$ cat config.mk
export PLATFORM = sky130hd
export DESIGN_NAME = tmw_window_sequencer_flat
export DESIGN_NICKNAME = d
export VERILOG_FILES = /design/src/rtl/tmw_seq_pkg.sv /design/src/rtl/tmw_window_sequencer_if.sv /design/src/rtl/tmw_seq_timer.sv /design/src/rtl/tmw_window_sequencer.sv /design/src/flat_wrapper.sv
export SDC_FILE = /design/constraint.sdc
export NUM_CORES = 1
export LEC_CHECK = 0
export ABC_CLOCK_PERIOD_IN_PS = 5300
export BUFFER_PORTS_ARGS = -buffer_cell sky130_fd_sc_hd__buf_2
export CAP_MARGIN = 20
export CORE_ASPECT_RATIO = 1.4
export CORE_UTILIZATION = 30
export CTS_BUF_LIST = sky130_fd_sc_hd__clkbuf_4
export DETAILED_ROUTE_END_ITERATION = 6
export PLACE_DENSITY_LB_ADDON = 0.3
export SYNTH_ARGS = -nofsm -noshare
export SYNTH_HDL_FRONTEND = slang
export SYNTH_SLANG_ARGS = --single-unit
$ cat constraint.sdc
create_clock -name clk -period 5.3 [get_ports clk]
set_input_delay 0.795 -clock clk [delete_from_list [all_inputs] [get_ports clk]]
set_output_delay 0.795 -clock clk [all_outputs]
set_load 0.02 [all_outputs]
$ cat src/rtl/tmw_seq_pkg.sv
// Shared types and constants for the TMW window sequencer.
package tmw_seq_pkg;

    localparam int unsigned DEF_N          = 5;
    localparam int unsigned DEF_W          = 8;
    localparam int unsigned DEF_G          = 4;
    localparam int unsigned MIN_MAX_COUNTS = 1;

    typedef enum logic [5:0] {
        ST_IDLE   = 6'b000001,
        ST_LOAD   = 6'b000010,
        ST_ARM    = 6'b000100,
        ST_COUNT  = 6'b001000,
        ST_OUTPUT = 6'b010000,
        ST_GAP    = 6'b100000
    } state_t;

endpackage

$ cat src/rtl/tmw_window_sequencer_if.sv
// TMW counter control/readback and captured-sample valid/ready port.
interface tmw_window_sequencer_if #(
    parameter int unsigned N = tmw_seq_pkg::DEF_N
);
    logic         tmw_valid;
    logic [N-1:0] tmw_max_counts;
    logic         tmw_en;
    logic [N-1:0] tmw_data;
    logic         sample_valid;
    logic [N-1:0] sample_data;
    logic         sample_ready;

    modport master (
        output tmw_valid, tmw_max_counts, sample_valid, sample_data,
        input  tmw_en, tmw_data, sample_ready
    );

    modport slave (
        input  tmw_valid, tmw_max_counts, sample_valid, sample_data,
        output tmw_en, tmw_data, sample_ready
    );
endinterface

$ cat src/rtl/tmw_seq_timer.sv
// Loadable down-counter with zero flag; shared by the inter-window gap and the watchdog.
module tmw_seq_timer #(
    parameter int unsigned TW = 8
) (
    input  logic          clk,
    input  logic          rst_n,
    input  logic          load,
    input  logic [TW-1:0] load_val,
    input  logic          dec,
    output logic          zero
);
    logic [TW-1:0] cnt;

    always_ff @(posedge clk) begin
        if (!rst_n)
            cnt <= '0;
        else if (load)
            cnt <= load_val;
        else if (dec && (cnt != '0))
            cnt <= cnt - 1'b1;
    end

    assign zero = (cnt == '0);
endmodule

$ cat src/rtl/tmw_window_sequencer.sv
// Sequencer for the TRNG TMW counter: loads, arms and times windows, captures counts
// and streams them out. Define TMW_SEQ_WATCHDOG_EN to add ARM/COUNT timeouts and err.
module tmw_window_sequencer
    import tmw_seq_pkg::*;
#(
    parameter int unsigned N         = DEF_N,
    parameter int unsigned W         = DEF_W,
    parameter int unsigned G         = DEF_G,
    parameter int unsigned TO_MARGIN = 4
) (
    input  logic                          clk,
    input  logic                          rst_n,
    input  logic                          start,
    input  logic                          stop,
    input  logic [N-1:0]                  cfg_max_counts,
    input  logic [W-1:0]                  cfg_num_windows,
    input  logic [G-1:0]                  cfg_gap,
    tmw_window_sequencer_if.master        bus,
    output logic                          busy,
    output logic                          done,
    output logic                          err
);
    // Wide enough for max_counts + TO_MARGIN as well as the gap length.
    localparam int unsigned TW = ((N > G) ? N : G) + $clog2(TO_MARGIN + 1) + 1;

    state_t        state;
    logic [W-1:0]  num_q;
    logic [W-1:0]  win_cnt;
    logic [G-1:0]  gap_q;
    logic          stop_pending;
    logic          stop_req;
    logic          last_win;
    logic          tmr_load;
    logic          tmr_dec;
    logic          tmr_zero;
    logic [TW-1:0] tmr_val;

    assign stop_req = stop_pending || stop;
    assign last_win = (num_q != '0) && ((win_cnt + 1'b1) == num_q);

    always_comb begin
        tmr_load = 1'b0;
        tmr_dec  = 1'b0;
        tmr_val  = '0;
        case (state)
            ST_OUTPUT: begin
                if (bus.sample_ready && (gap_q != '0)) begin
                    tmr_load = 1'b1;
                    tmr_val  = TW'(gap_q) - TW'(1);
                end
            end
            ST_GAP: tmr_dec = 1'b1;
`ifdef TMW_SEQ_WATCHDOG_EN
            ST_LOAD: begin
                tmr_load = 1'b1;
                tmr_val  = TW'(TO_MARGIN - 1);
            end
            ST_ARM: begin
                if (bus.tmw_en) begin
                    tmr_load = 1'b1;
                    tmr_val  = TW'(bus.tmw_max_counts) + TW'(TO_MARGIN - 1);
                end else begin
                    tmr_dec = 1'b1;
                end
            end
            ST_COUNT: tmr_dec = 1'b1;
`endif
            default: ;
        endcase
    end

    tmw_seq_timer #(.TW(TW)) u_timer (
        .clk      (clk),
        .rst_n    (rst_n),
        .load     (tmr_load),
        .load_val (tmr_val),
        .dec      (tmr_dec),
        .zero     (tmr_zero)
    );

    always_ff @(posedge clk) begin
        if (!rst_n) begin
            state              <= ST_IDLE;
            num_q              <= '0;
            win_cnt            <= '0;
            gap_q              <= '0;
            stop_pending       <= 1'b0;
            bus.tmw_valid      <= 1'b0;
            bus.tmw_max_counts <= '0;
            bus.sample_valid   <= 1'b0;
            bus.sample_data    <= '0;
            busy               <= 1'b0;
            done               <= 1'b0;
`ifdef TMW_SEQ_WATCHDOG_EN
            err                <= 1'b0;
`endif
        end else begin
            bus.tmw_valid <= 1'b0;
            done          <= 1'b0;
            if ((state != ST_IDLE) && stop)
                stop_pending <= 1'b1;

            case (state)
                ST_IDLE: begin
                    if (start) begin
                        bus.tmw_max_counts <= (cfg_max_counts == '0) ? N'(MIN_MAX_COUNTS)
                                                                     : cfg_max_counts;
                        num_q         <= cfg_num_windows;
                        gap_q         <= cfg_gap;
                        win_cnt       <= '0;
                        stop_pending  <= 1'b0;
                        bus.tmw_valid <= 1'b1;
                        busy          <= 1'b1;
                        state         <= ST_LOAD;
`ifdef TMW_SEQ_WATCHDOG_EN
                        err           <= 1'b0;
`endif
                    end
                end
                ST_LOAD: state <= ST_ARM;
                ST_ARM: begin
                    if (bus.tmw_en) begin
                        state <= ST_COUNT;
                    end
`ifdef TMW_SEQ_WATCHDOG_EN
                    else if (tmr_zero) begin
                        err                <= 1'b1;
                        done               <= 1'b1;
                        busy               <= 1'b0;
                        stop_pending       <= 1'b0;
                        bus.tmw_max_counts <= '0;
                        state              <= ST_IDLE;
                    end
`endif
                end
                ST_COUNT: begin
                    if (!bus.tmw_en) begin
                        bus.sample_data  <= bus.tmw_data;
                        bus.sample_valid <= 1'b1;
                        state            <= ST_OUTPUT;
                    end
`ifdef TMW_SEQ_WATCHDOG_EN
                    else if (tmr_zero) begin
                        err                <= 1'b1;
                        done               <= 1'b1;
                        busy               <= 1'b0;
                        stop_pending       <= 1'b0;
                        bus.tmw_max_counts <= '0;
                        state              <= ST_IDLE;
                    end
`endif
                end
                ST_OUTPUT: begin
                    if (bus.sample_ready) begin
                        bus.sample_valid <= 1'b0;
                        win_cnt          <= win_cnt + 1'b1;
                        if (stop_req || last_win) begin
                            done               <= 1'b1;
                            busy               <= 1'b0;
                            stop_pending       <= 1'b0;
                            bus.tmw_max_counts <= '0;
                            state              <= ST_IDLE;
                        end else if (gap_q != '0) begin
                            state <= ST_GAP;
                        end else begin
                            bus.tmw_valid <= 1'b1;
                            state         <= ST_LOAD;
                        end
                    end
                end
                ST_GAP: begin
                    // A stop during the gap ends the run without opening another window.
                    if (stop_req) begin
                        done               <= 1'b1;
                        busy               <= 1'b0;
                        stop_pending       <= 1'b0;
                        bus.tmw_max_counts <= '0;
                        state              <= ST_IDLE;
                    end else if (tmr_zero) begin
                        bus.tmw_valid <= 1'b1;
                        state         <= ST_LOAD;
                    end
                end
                default: state <= ST_IDLE;
            endcase
        end
    end

`ifndef TMW_SEQ_WATCHDOG_EN
    assign err = 1'b0;
`endif

endmodule

$ cat src/flat_wrapper.sv
// flat-port wrapper written by rule: the top's interface ports become plain ports
module tmw_window_sequencer_flat import tmw_seq_pkg::*;
#(
    parameter int unsigned N         = DEF_N,
    parameter int unsigned W         = DEF_W,
    parameter int unsigned G         = DEF_G,
    parameter int unsigned TO_MARGIN = 4
)
  (clk, rst_n, start, stop, cfg_max_counts, cfg_num_windows, cfg_gap, busy, done, err, bus_tmw_valid, bus_tmw_max_counts, bus_sample_valid, bus_sample_data, bus_tmw_en, bus_tmw_data, bus_sample_ready);
  tmw_window_sequencer_if #(.N(N)) bus_i ();
  input  logic clk;
  input  logic rst_n;
  input  logic start;
  input  logic stop;
  input  logic [N-1:0] cfg_max_counts;
  input  logic [W-1:0] cfg_num_windows;
  input  logic [G-1:0] cfg_gap;
  output logic busy;
  output logic done;
  output logic err;
  output wire logic [$bits(bus_i.tmw_valid)-1:0] bus_tmw_valid;
  output wire logic [$bits(bus_i.tmw_max_counts)-1:0] bus_tmw_max_counts;
  output wire logic [$bits(bus_i.sample_valid)-1:0] bus_sample_valid;
  output wire logic [$bits(bus_i.sample_data)-1:0] bus_sample_data;
  input wire logic [$bits(bus_i.tmw_en)-1:0] bus_tmw_en;
  input wire logic [$bits(bus_i.tmw_data)-1:0] bus_tmw_data;
  input wire logic [$bits(bus_i.sample_ready)-1:0] bus_sample_ready;
  assign bus_tmw_valid = bus_i.tmw_valid;
  assign bus_tmw_max_counts = bus_i.tmw_max_counts;
  assign bus_sample_valid = bus_i.sample_valid;
  assign bus_sample_data = bus_i.sample_data;
  assign bus_i.tmw_en = bus_tmw_en;
  assign bus_i.tmw_data = bus_tmw_data;
  assign bus_i.sample_ready = bus_sample_ready;
  tmw_window_sequencer #(.N(N), .W(W), .G(G), .TO_MARGIN(TO_MARGIN)) u_core (.clk(clk), .rst_n(rst_n), .start(start), .stop(stop), .cfg_max_counts(cfg_max_counts), .cfg_num_windows(cfg_num_windows), .cfg_gap(cfg_gap), .bus(bus_i), .busy(busy), .done(done), .err(err));
endmodule
Word-level counts from Yosys, hierarchy flattened --
Index checks and enable logic that the tools add are counted.
Word-level totals: bits in registers 50, input port bits 28, output and inout port bits 15, logic and storage cells 102
Operators by class: add/sub/neg operators 3, eq/ne operators 15, multiplexer cells 50, bitwise logic cells 1, reduce and logical (&&, ||, !) cells 21
Operators with widths (number):
- 6-bit 2-to-1 mux | 8
- 9-bit 2-to-1 mux | 4
- 6-bit case mux with 6 select lines | 1
- 5-bit 2-to-1 mux | 5
- 1-bit 2-to-1 mux | 23
- 8-bit 2-to-1 mux | 2
- 8-bit case mux with 2 select lines | 1
- 5-bit case mux with 3 select lines | 1
- 5-bit AND reduction | 2
- 9-bit zero test | 1
- 1-bit case mux with 3 select lines | 3
- 9-bit nonzero test | 1
- 9-bit by 1-bit subtractor with 9-bit output, second input constant | 1
- 8-bit by 1-bit adder with 8-bit output, second input constant | 1
- 8-bit equality test | 1
- 2-bit inequality test, second input constant | 4
- 8-bit nonzero test | 1
- 6-bit by 1-bit equality test with 1-bit output, second input constant | 1
- 6-bit by 2-bit equality test with 1-bit output, second input constant | 1
- 6-bit by 3-bit equality test with 1-bit output, second input constant | 1
- 6-bit by 4-bit equality test with 1-bit output, second input constant | 1
- 6-bit by 5-bit equality test with 1-bit output, second input constant | 1
- 6-bit equality test, second input constant | 1
- 6-bit by 1-bit inequality test with 1-bit output, second input constant | 1
- 13 further kinds | 23

Depth between registers and ports, before layout --
Gate-level depths: netlist (run 1).
depth in word-level cells 7, depth in mapped cells 9, depth with buffers taken out 8

By module --
A second synthesis (run 1) with hierarchy kept.
Second synthesis, totals: cells, all modules 349, area total of the unflattened synthesis 2806.4 um^2
By module, submodules not included:
- tmw_window_sequencer | instances 1, cells each 278, area an instance 2218.4 um^2, sequential area each 820.8 um^2
- tmw_seq_timer | instances 1, cells each 71, area an instance 588.1 um^2, sequential area each 180.2 um^2

Worst setup path before layout (run 1) --
OpenSTA, ideal clock, no wires.
path type register to register, from register u_core.win_cnt[0], to register u_core.bus.tmw_valid, library setup time 0.133 ns, data arrival time 2.059 ns, required time 5.167 ns, setup slack 3.108 ns, cell stages (with the launch flop) 9, path buffers 1, period minus slack after synthesis 2.192 ns, cell sequence dfxtp_1 ha_1 clkbuf_1 nand3_1 nor4b_1 a32oi_1 a2111o_1 a41oi_1 nor3_1
On the way: word-level cells in the longest chain between the ends 7
Ends and longest elaborated chain:
- from (decl) | RTL line tmw_window_sequencer.sv:28 | logic [W-1:0] win_cnt;
- from (signal assigned) | RTL line tmw_window_sequencer.sv:156 | win_cnt <= win_cnt + 1'b1;
- 8-bit by 1-bit adder with 8-bit output | RTL line tmw_window_sequencer.sv:39 | assign last_win = (num_q != '0) && ((win_cnt + 1'b1) == num_q);
- 8-bit equality test | RTL line tmw_window_sequencer.sv:39
- 1-bit logical AND | RTL line tmw_window_sequencer.sv:39
- 1-bit logical OR | RTL line tmw_window_sequencer.sv:157 | if (stop_req || last_win) begin
- 1-bit 2-to-1 mux | RTL line tmw_window_sequencer.sv:157
- 1-bit 2-to-1 mux | RTL line tmw_window_sequencer.sv:154 | if (bus.sample_ready) begin
- 1-bit case mux with 3 select lines | RTL line tmw_window_sequencer.sv:103 | case (state)
- to (signal assigned) | RTL line tmw_window_sequencer.sv:98 | bus.tmw_valid <= 1'b0;
- to (signal assigned) | RTL line tmw_window_sequencer.sv:112 | bus.tmw_valid <= 1'b1;
- to (signal assigned) | RTL line tmw_window_sequencer.sv:166 | bus.tmw_valid <= 1'b1;
- to (decl) | RTL line tmw_window_sequencer_if.sv:14 | output tmw_valid, tmw_max_counts, sample_valid, sample_data,
Every way passes these cells. A chain may end at the register's enable or synchronous reset.

Worst setup path in the final report (run 1) --
Same ends and word-level chain as after synthesis.

==> out/metrics.cfg, run 1 <==
[critical_path]
worstSetupStartpointType=register
crit_type=register to register
cp_max_fo=9
worstPathArrival_ps=2880
cp-end-kind=register
crit_required_ps=5570

[synthesis]
syn_area_mm2=0.00269
netlist_instances=333
synth-seq-cells=50
synthArstFlopShare=0
synth-edff-count=0
ys_seq_area_frac=0.372
avgSynthCellArea_um2=8.07
syn-num-nets=365
yosysUniqueCellTypes=55
synthFlopType=dfxtp_1
yosysWarningCount=0

[timing]
tightestPinTransition_ps=704
max_slew_margin=0.529
tns_ps=0
hold_viol=0
fmax_mhz=384
setup_viol=0
rsz0062_at_grt=false
min_period_ps=2600
fin_crit_sh=0.491
clock_skew_ps=17.5
drv_slew=0

[clock_network]
cts_tree=built
clkLatencyLatePin_ps=400
cts_setup_buffers=0
cts_resized=0
holdBufCountCts=0
clkTransAtPathRegs_ps=150
numClockSinks=50
root_buffer=clkbuf_4
cts_made_buffers=5
clockBufferDepth=2
cts-htree-levels=2

[global_route]
grt_first_pass_wirelength_um=11000
grt_max_degree=24
antenna_found_initial=0
gr-total-overflow=0
first_global_vias=2341
grt_util_all_layers=0.150

[routing]
top_layer=met4
drcViolationCount=0
dr.pass1.iters=4
met1_length_um=2850
wl_met3_um=179
wirelength_um=6460
wl_per_cell_um=13.7
route.met2.wl_um=3320
drt-vias-per-instance=5.25
vias=2474
first_iter_violations=93
ant_nets=0

[pwr]
total_power_uw=921
ir_worst_vdd_mv=0.176
power.density_mw_per_mm2=300
p_leak_nw=1.14

[die]
io_pins=43
fp.dieW_um=82.0
fp.dieH_um=114
num_rows=40
core_area_mm2=0.00866
dieArea_mm2=0.00935
start_util=0.310

[final_layout]
multi_input_area_mm2=0.00157
fin_area_mm2=0.00307
nFillCells=922
drive_gt1_frac=0.167
layout.nets=397
diodes=0
register_area_mm2=0.00100
area_delta_synth_final_pct=14.2
fin_cells=471

[placement]
dpl-instance-area_mm2=0.00295
place.gp.congestion=0.881
io_buffers=41
dpl.hpwl_um=4760
dp_cells=462

[status]
status=completed

[job]
cap_viol_max_count=0

[hold_path]
hp-class=register to register

## kinds of logic (layout without fill, tap and decap cells)
kind of cell | after synthesis | in the layout | synth area share
buffers and inverters | 26 | 59 | 0.0456
adder cells (fa/ha/maj) | 4 | 4 | 0.0186
AND/OR/NAND/NOR | 143 | 143 | 0.291
flip-flops | 50 | 50 | 0.372
AO/OA/AOI/OAI | 88 | 88 | 0.200
XOR/XNOR | 15 | 15 | 0.0489
other | 1 | 1 | 0.00140
multiplexers | 6 | 6 | 0.0223
## flip-flops by register name (all words and copies together) (netlist names)
signal,count
u_core.bus.sample_data,5
u_core.bus.sample_valid,1
u_core.bus.tmw_max_counts,5
u_core.bus.tmw_valid,1
u_core.busy,1
u_core.done,1
u_core.gap_q,4
u_core.num_q,8
u_core.state,6
u_core.stop_pending,1
u_core.u_timer.cnt,9
u_core.win_cnt,8
## path summary, 6_finish.rpt
kind / startpoint / end / slack [ps] / cells past startpoint
worst max-delay path: u_core.win_cnt[0]$_SDFFE_PN0P_ / u_core.bus.tmw_valid$_SDFF_PN0_ / 2700 / 7
worst min-delay path: u_core.num_q[5]$_SDFFE_PN0P_ / u_core.num_q[5]$_SDFFE_PN0P_ / 500 / 2
worst max register to register: u_core.win_cnt[0]$_SDFFE_PN0P_ / u_core.bus.tmw_valid$_SDFF_PN0_ / 2700 / 7
worst min register to register: u_core.num_q[5]$_SDFFE_PN0P_ / u_core.num_q[5]$_SDFFE_PN0P_ / 500 / 2
## worst max-delay path, stage by stage, from the launching register on
cell      delay, ps
dfxtp_1         470
ha_1            370
nand3_1         250
nor4b_1         320
a32oi_1         100
a2111o_1        560
a41oi_1         320
nor3_1           90
## layout make-up
type	instances	share of cell area
multi-input combinational	257	0.512
inverter	8	0.00978
timing repair buffer	43	0.0742
sequential	50	0.326
tap	105	0.0428
clock buffer	5	0.0122
clock inverter	3	0.0224
## report_power, final
group | leakage (nW) | internal [mW] | switching (mW)
registers | 0.406 | 0.401 | 0.0322
clock network | 0.0554 | 0.148 | 0.135
logic | 0.681 | 0.0849 | 0.120
total | 1.14 | 0.634 | 0.287
## layer usage
metal / vias to the layer above / track usage
met1: 1165 / 0.184
met5: - / 0
met4: 0 / 0.0491
li1: 1263 / -
met2: 37 / 0.256
met3: 9 / 0.0320
## through the flow
| step | utilization | hold WS (ps) | setup slack (ps) |
|---|---|---|---|
| after floorplan | - | 449 | 3110 |
| after global placement | 0.340 | 472 | 2490 |
| after detailed placement | 0.340 | 476 | 2440 |
| after CTS | 0.353 | 496 | 2420 |
| after global routing | 0.354 | 526 | 2510 |
| final | 0.354 | 496 | 2700 |
## cells in the mapped netlist, types with 3 or more instances
library cell | number | share of area
dfxtp_1 | 50 | 0.37
a21oi_1 | 43 | 0.080
nand2_1 | 42 | 0.059
nor2_1 | 25 | 0.035
o21ai_0 | 14 | 0.026
clkbuf_1 | 12 | 0.017
nor3_1 | 11 | 0.020
nand3_1 | 10 | 0.019
inv_1 | 8 | 0.011
xor2_1 | 8 | 0.026
nor2b_1 | 7 | 0.016
xnor2_1 | 7 | 0.023
mux2i_1 | 6 | 0.022
nand2b_1 | 5 | 0.012
nand4_1 | 5 | 0.012
nor4_1 | 5 | 0.012
a311oi_1 | 4 | 0.013
and3_1 | 4 | 0.0093
ha_1 | 4 | 0.019
nand3b_1 | 4 | 0.011
nor3b_1 | 4 | 0.011
o21a_1 | 4 | 0.011
a32oi_1 | 3 | 0.0098
o211ai_1 | 3 | 0.0084
o21ai_1 | 3 | 0.0056
or3_1 | 3 | 0.0070
## cell usage in the layout (no fill, tap or decap), types with 8 or more instances in the layout
cell and n:
a21oi_1 43, buf_2 41, dfxtp_1 50, inv_1 8, nand2_1 42, nand3_1 10, nor2_1 25, nor3_1 11
o21ai_0 14, xor2_1 8
Power figures use the tool's default switching activity.
==> run 2, diff against run 1 <==
--- a/config.mk
+++ b/config.mk
@@ -5,7 +5,7 @@
 export SDC_FILE = /design/constraint.sdc
 export NUM_CORES = 1
 export LEC_CHECK = 0
-export ABC_CLOCK_PERIOD_IN_PS = 5300
+export ABC_CLOCK_PERIOD_IN_PS = 2100
 export BUFFER_PORTS_ARGS = -buffer_cell sky130_fd_sc_hd__buf_2
 export CAP_MARGIN = 20
 export CORE_ASPECT_RATIO = 1.4
==> constraint.sdc (replaced) <==
create_clock -name clk -period 2.1 [get_ports clk]
set_input_delay 0.315 -clock clk [delete_from_list [all_inputs] [get_ports clk]]
set_output_delay 0.315 -clock clk [all_outputs]
set_load 0.02 [all_outputs]
==> run 2 against run 1 <==
Net effect:
- critical path depth fell by 1
- non-clock buffer count is 29 higher
- die area did not move
- power grew 130%
- clock power is 56% higher
- core utilization rose by 3.0 points
- global-route usage increased by 0.71 points
- design area rose by 8.6%
- first-iteration DRC count rose by 85%
- wire length is 6.6% higher
- worst hold slack lost 370 ps
- fmax increased by 30%
==> out/metrics.cfg, run 2 (synthesis results as in run 1) <==
[status]
status=completed  ; unchanged

[global_route]
grt_util_all_layers=0.157  ; was 0.150
grt_max_degree=23  ; was 24
antenna_found_initial=0  ; unchanged
first_global_vias=2464  ; was 2,341
grt_first_pass_wirelength_um=11300  ; was 11,000 um
gr-total-overflow=0  ; unchanged

[die]
io_pins=43  ; unchanged
num_rows=40  ; unchanged
fp.dieH_um=114  ; unchanged
start_util=0.310  ; unchanged
core_area_mm2=0.00866  ; unchanged
fp.dieW_um=82.0  ; unchanged
dieArea_mm2=0.00935  ; unchanged

[clock_network]
clkTransAtPathRegs_ps=160  ; was 150 ps
numClockSinks=50  ; unchanged
cts_tree=built  ; unchanged
clkLatencyLatePin_ps=400  ; about the same
root_buffer=clkbuf_4  ; unchanged
clockBufferDepth=2  ; unchanged
holdBufCountCts=0  ; unchanged
cts_made_buffers=5  ; unchanged
cts-htree-levels=2  ; unchanged

[critical_path]
worstSetupStartpointType=register  ; unchanged
r2r_cells=6  ; was 7
worst_r2r_startpoint=u_core.win_cnt[4]$_SDFFE_PN0P_  ; was u_core.win_cnt[0]$_SDFFE_PN0P_
crit_type=register to register  ; unchanged
ff2ff_setup_slack_ps=100  ; was 2700 ps
cp_max_fo=6  ; was 9
worstReg2RegEnd=u_core.state[1]$_SDFFE_PN0P_  ; was u_core.bus.tmw_valid$_SDFF_PN0_
crit_required_ps=2380  ; was 5570 ps
cp-end-kind=register  ; unchanged
worstPathArrival_ps=2280  ; was 2880 ps

[placement]
post-place-ws_ps=35.9  ; was 2440 ps
io_buffers=41  ; unchanged
dpl-instance-area_mm2=0.00317  ; was 0.00295 mm^2
dpl.hpwl_um=5100  ; was 4760 um
place.gp.congestion=0.882  ; was 0.881

[final_layout]
fin_area_mm2=0.00333  ; was 0.00307 mm^2
layout_commonest_cell=dfxtp_1  ; unchanged
max_flop_register=u_core.u_timer.cnt  ; unchanged
layout_common_cells=47 x dfxtp_1, 41 x nand2_1, 41 x buf_2  ; was 50 x dfxtp_1, 43 x a21oi_1, 42 x nand2_1
layout.nets=426  ; was 397
area_delta_synth_final_pct=24.0  ; was 14.2%
top_regs=u_core.u_timer.cnt: 9 flops, u_core.num_q: 8 flops, u_core.win_cnt: 8 flops  ; unchanged
final_core_util=0.385  ; was 0.354
drive_gt1_frac=0.284  ; was 0.167
diodes=0  ; unchanged
nFillCells=919  ; was 922
largest_register_ffs=9  ; unchanged

[hold_path]
whs_path_depth=3  ; was 2
hp-class=input pin to register  ; was register to register
worstHoldStart=cfg_gap[1]  ; was u_core.num_q[5]$_SDFFE_PN0P_
hold_end=u_core.gap_q[1]$_SDFFE_PN0P_  ; was u_core.num_q[5]$_SDFFE_PN0P_

[timing]
max_slew_margin=0.581  ; was 0.529
rsz0062_at_grt=true  ; was false
clock_skew_ps=22.1  ; was 17.5 ps
hold_viol=0  ; unchanged
fin_crit_sh=0.953  ; was 0.491
min_period_ps=2000  ; was 2600 ps
layout_setup_ws_ps=99.3  ; was 2700 ps
drv_slew=0  ; unchanged
tightestPinTransition_ps=628  ; was 704 ps
fmax_mhz=500  ; was 384 MHz
tns_ps=0  ; unchanged
setup_viol=0  ; unchanged

[routing]
drcViolationCount=0  ; unchanged
drt-vias-per-instance=5.21  ; was 5.25
ant_nets=0  ; unchanged
wirelength_um=6880  ; was 6460 um
vias=2598  ; was 2,474
wl_per_cell_um=13.8  ; was 13.7 um
first_iter_violations=172  ; was 93
dr.pass1.iters=5  ; was 4

[pwr]
power.density_mw_per_mm2=635  ; was 300 mW/mm^2
ir_worst_vdd_mv=0.364  ; was 0.176 mV
p_leak_nw=1.28  ; was 1.14 nW
total_power_mw=2.11  ; was 921 uW

[job]
cap_viol_max_count=0  ; unchanged

[run 2: routing by layer]
metal / track usage / vias to the layer above / part of all wire / routed length, um
li1: - / 1319 / - / -
met1: 0.187 / 1226 / 0.44 / 3000
met2: 0.268 / 44 / 0.51 / 3540
met3: 0.0312 / 9 / 0.032 / 219
met4: 0.0667 / 0 / 0.019 / 128
met5: 0 / - / 0 / 0
[run 2: power breakdown]
part / switching, mW / leakage, nW / internal [mW]
Clock: 0.319 / 0.0308 / 0.121
Combinational: 0.349 / 0.841 / 0.254
Sequential: 0.0575 / 0.407 / 1.01
[run 2: what timing repair did]
action | in CTS | in global routing
buffers inserted | 0 | 1
pin swaps | 0 | 6
setup endpoints to repair | 2 | 26
resized for setup | 2 | 26
[run 2: worst max-delay path by stage]
stage,slack (ps),start,to
6_report,100,u_core.win_cnt[4]$_SDFFE_PN0P_,u_core.state[1]$_SDFFE_PN0P_
3_5_place_dp,40,u_core.u_timer.cnt[0]$_SDFFE_PN0P_,u_core.u_timer.cnt[0]$_SDFFE_PN0P_
5_1_grt,-30,u_core.state[3]$_SDFFE_PN0P_,u_core.win_cnt[4]$_SDFFE_PN0P_
4_1_cts,6,u_core.u_timer.cnt[0]$_SDFFE_PN0P_,u_core.u_timer.cnt[7]$_SDFFE_PN0P_
2_1_floorplan,9,u_core.win_cnt[0]$_SDFFE_PN0P_,u_core.bus.tmw_valid$_SDFF_PN0_
3_3_place_gp,60,u_core.u_timer.cnt[0]$_SDFFE_PN0P_,u_core.state[3]$_SDFFE_PN0P_
[run 2: critical path: stages, from the launching register on]
cell	delay, ps
dfxtp_1	500
and4_1	260
and3_1	180
a32oi_1	110
a2111o_1	490
a41oi_1	270
nor3_1	80
[run 2: layout make-up]
type / instances / area [um^2] / share of cell area
clock buffer: 5 / 37.5 / 0.0113
multi-input combinational: 257 / 1680 / 0.503
tap: 105 / 131 / 0.0394
inverter: 8 / 30.0 / 0.00901
clock inverter: 2 / 10.0 / 0.00300
sequential: 50 / 1000 / 0.302
timing repair buffer: 72 / 442 / 0.133
[run 2: per-stage QoR]
stage / std cells / hold WS (ps)
after floorplan: 333 / 449
after global placement: 491 / 471
after detailed placement: 491 / 475
after CTS: 498 / 122
after global routing: 499 / 129
final: 499 / 127
==> run 3, diff against run 2 <==
--- a/config.mk
+++ b/config.mk
@@ -5,10 +5,10 @@
 export SDC_FILE = /design/constraint.sdc
 export NUM_CORES = 1
 export LEC_CHECK = 0
-export ABC_CLOCK_PERIOD_IN_PS = 2100
+export ABC_CLOCK_PERIOD_IN_PS = 2200
 export BUFFER_PORTS_ARGS = -buffer_cell sky130_fd_sc_hd__buf_2
 export CAP_MARGIN = 20
-export CORE_ASPECT_RATIO = 1.4
+export CORE_ASPECT_RATIO = 1.5
 export CORE_UTILIZATION = 30
 export CTS_BUF_LIST = sky130_fd_sc_hd__clkbuf_4
 export DETAILED_ROUTE_END_ITERATION = 6
==> constraint.sdc (replaced) <==
create_clock -name clk -period 2.2 [get_ports clk]
set_input_delay 0.33 -clock clk [delete_from_list [all_inputs] [get_ports clk]]
set_output_delay 0.33 -clock clk [all_outputs]
set_load 0.02 [all_outputs]
==> run 3 against run 2 <==
Net effect:
- highest routed layer unchanged
- clock skew grew 3.5 ps
- fmax is 3.5% lower
- critical path type unchanged
- power shrank 4.2%
- non-clock buffer count down 10
==> out/metrics.cfg, run 3 (synthesis results as in run 1) <==
[status]
status=completed  ; unchanged

[placement]
dpl-instance-area_mm2=0.00311  ; was 0.00317 mm^2
post-place-ws_ps=86.7  ; was 35.9 ps
dpl.hpwl_um=5070  ; was 5100 um
place.gp.congestion=0.812  ; was 0.882
io_buffers=41  ; unchanged
dp_cells=483  ; was 491

[final_layout]
top_regs=u_core.u_timer.cnt: 9 flops, u_core.num_q: 8 flops, u_core.win_cnt: 8 flops  ; unchanged
layout.nets=416  ; was 426
fin_cells=493  ; was 499
max_flop_register=u_core.u_timer.cnt  ; unchanged
drive_gt1_frac=0.239  ; was 0.284
largest_register_ffs=9  ; unchanged
fin_area_mm2=0.00322  ; was 0.00333 mm^2
area_delta_synth_final_pct=19.7  ; was 24.0%
layout_commonest_cell=dfxtp_1  ; unchanged
layout_common_cells=46 x dfxtp_1, 42 x a21oi_1, 41 x nand2_1, 41 x buf_2, 23 x nor2_1  ; was 47 x dfxtp_1, 41 x nand2_1, 41 x buf_2

[critical_path]
crit_chain=or4_4, or2_1, nor2b_1, buf_4, nand4_1, a21oi_1, nor3_2  ; was and4_1, and3_1, a32oi_1, a2111o_1, a41oi_1, nor3_1
worstSetupStartpointType=register  ; unchanged
crit_required_ps=2490  ; was 2380 ps
cp_max_fo=8  ; was 6
crit_type=register to register  ; unchanged
crit_slowest_cell=or4_4  ; was dfxtp_1
worstPathArrival_ps=2360  ; was 2280 ps
slowest_delay_ps=550  ; was 500 ps
cp-end-kind=register  ; unchanged

[routing]
ant_nets=0  ; unchanged
first_iter_violations=67  ; was 172
dr.pass1.iters=4  ; was 5
vias=2555  ; was 2,598
wirelength_um=6770  ; was 6880 um
drcViolationCount=0  ; unchanged
wl_per_cell_um=13.7  ; was 13.8 um
drt-vias-per-instance=5.18  ; was 5.21

[clock_network]
cts-htree-levels=2  ; unchanged
cts_made_buffers=5  ; unchanged
numClockSinks=50  ; unchanged
clkLatencyLatePin_ps=400  ; about the same
clkTransAtPathRegs_ps=170  ; was 160 ps
holdBufCountCts=0  ; unchanged
root_buffer=clkbuf_4  ; unchanged
clockBufferDepth=2  ; unchanged
cts_tree=built  ; unchanged

[timing]
holdWs_ps=137  ; was 127 ps
tns_ps=0  ; unchanged
drv_slew=0  ; unchanged
fin_crit_sh=0.942  ; was 0.953
tightestPinTransition_ps=619  ; was 628 ps
rsz0062_at_grt=true  ; unchanged
fmax_mhz=482  ; was 500 MHz
setup_viol=0  ; unchanged
min_period_ps=2070  ; was 2000 ps
max_slew_margin=0.587  ; was 0.581
hold_viol=0  ; unchanged
clock_skew_ps=25.6  ; was 22.1 ps
layout_setup_ws_ps=127  ; was 99.3 ps

[pwr]
power.density_mw_per_mm2=630  ; was 635 mW/mm^2
p_leak_nw=1.23  ; was 1.28 nW
ir_worst_vdd_mv=0.467  ; was 0.364 mV

[die]
fp.dieH_um=118  ; was 114 um
io_pins=43  ; unchanged
core_area_mm2=0.00857  ; was 0.00866 mm^2
dieArea_mm2=0.00935  ; about the same
num_rows=41  ; was 40
start_util=0.314  ; was 0.310
fp.dieW_um=79.3  ; was 82.0 um

[hold_path]
hp-class=input pin to register  ; unchanged

[job]
cap_viol_max_count=0  ; unchanged

[global_route]
first_global_vias=2492  ; was 2,464
gr-total-overflow=0  ; unchanged
grt_max_degree=23  ; unchanged
antenna_found_initial=1  ; was 0
grt_first_pass_wirelength_um=11600  ; was 11,300 um
grt_util_all_layers=0.155  ; was 0.157

-- run 3: changes by cell type in the layout (fill, tap and decap cells not counted), moves of 2 or more --
cell,previous run,this run
a21oi_1,40,42
buf_4,30,20
a21oi_2,3,1
inv_1,6,8
inv_2,2,0
-- run 3: through the flow --
stage | util | total power, mW
6_report | 0.375 | 2.03
5_1_grt | 0.375 | 2.15
4_1_cts | 0.369 | 2.04
3_5_place_dp | 0.362 | 1.59
3_3_place_gp | 0.362 | 1.58
2_1_floorplan | - | 1.43
-- run 3: final timing paths --
path / start / to / slack [ps] / cells after the start
worst max-delay path: u_core.state[2]$_SDFFE_PN0P_ / u_core.u_timer.cnt[7]$_SDFFE_PN0P_ / 130 / 7
worst min-delay path: cfg_gap[0] / u_core.gap_q[0]$_SDFFE_PN0P_ / 140 / 3
worst max register to register: u_core.state[2]$_SDFFE_PN0P_ / u_core.u_timer.cnt[7]$_SDFFE_PN0P_ / 130 / 7
worst min register to register: u_core.gap_q[1]$_SDFFE_PN0P_ / u_core.gap_q[1]$_SDFFE_PN0P_ / 500 / 2
-- run 3: what timing repair did --
action                                  CTS  global route
gates resized for setup                   0            13
endpoints found under the setup margin    0             9
buffers inserted                          0             1
-- run 3: routing by layer --
| layer | track usage | wire (um) | share of wire |
|---|---|---|---|
| met1 | 0.179 | 2920 | 0.43 |
| met2 | 0.274 | 3510 | 0.52 |
| met3 | 0.0271 | 197 | 0.029 |
| met4 | 0.0659 | 137 | 0.020 |
| met5 | 0 | 0 | 0 |
-- run 3: power breakdown --
| part | internal (mW) | switching [mW] | total, mW |
|---|---|---|---|
| logic | 0.235 | 0.322 | 0.558 |
| clock network | 0.125 | 0.320 | 0.445 |
| registers | 0.967 | 0.0563 | 1.02 |
-- run 3: area by class of cell --
type / count / area [um^2]
sequential: 50 / 1010
clock inverter: 3 / 21.3
timing repair buffer: 62 / 375
fill: 884 / 5350
clock buffer: 5 / 37.5
inverter: 8 / 30.0
antenna: 1 / 2.50
multi-input combinational: 257 / 1610
tap: 107 / 134
-- run 3: critical path: cells and delay by family (launching register included) --
kind,cells,cell delay (ps)
AO/OA/AOI/OAI,1,220
buffers and inverters,1,190
AND/OR/NAND/NOR,5,1180
flip-flops,1,390
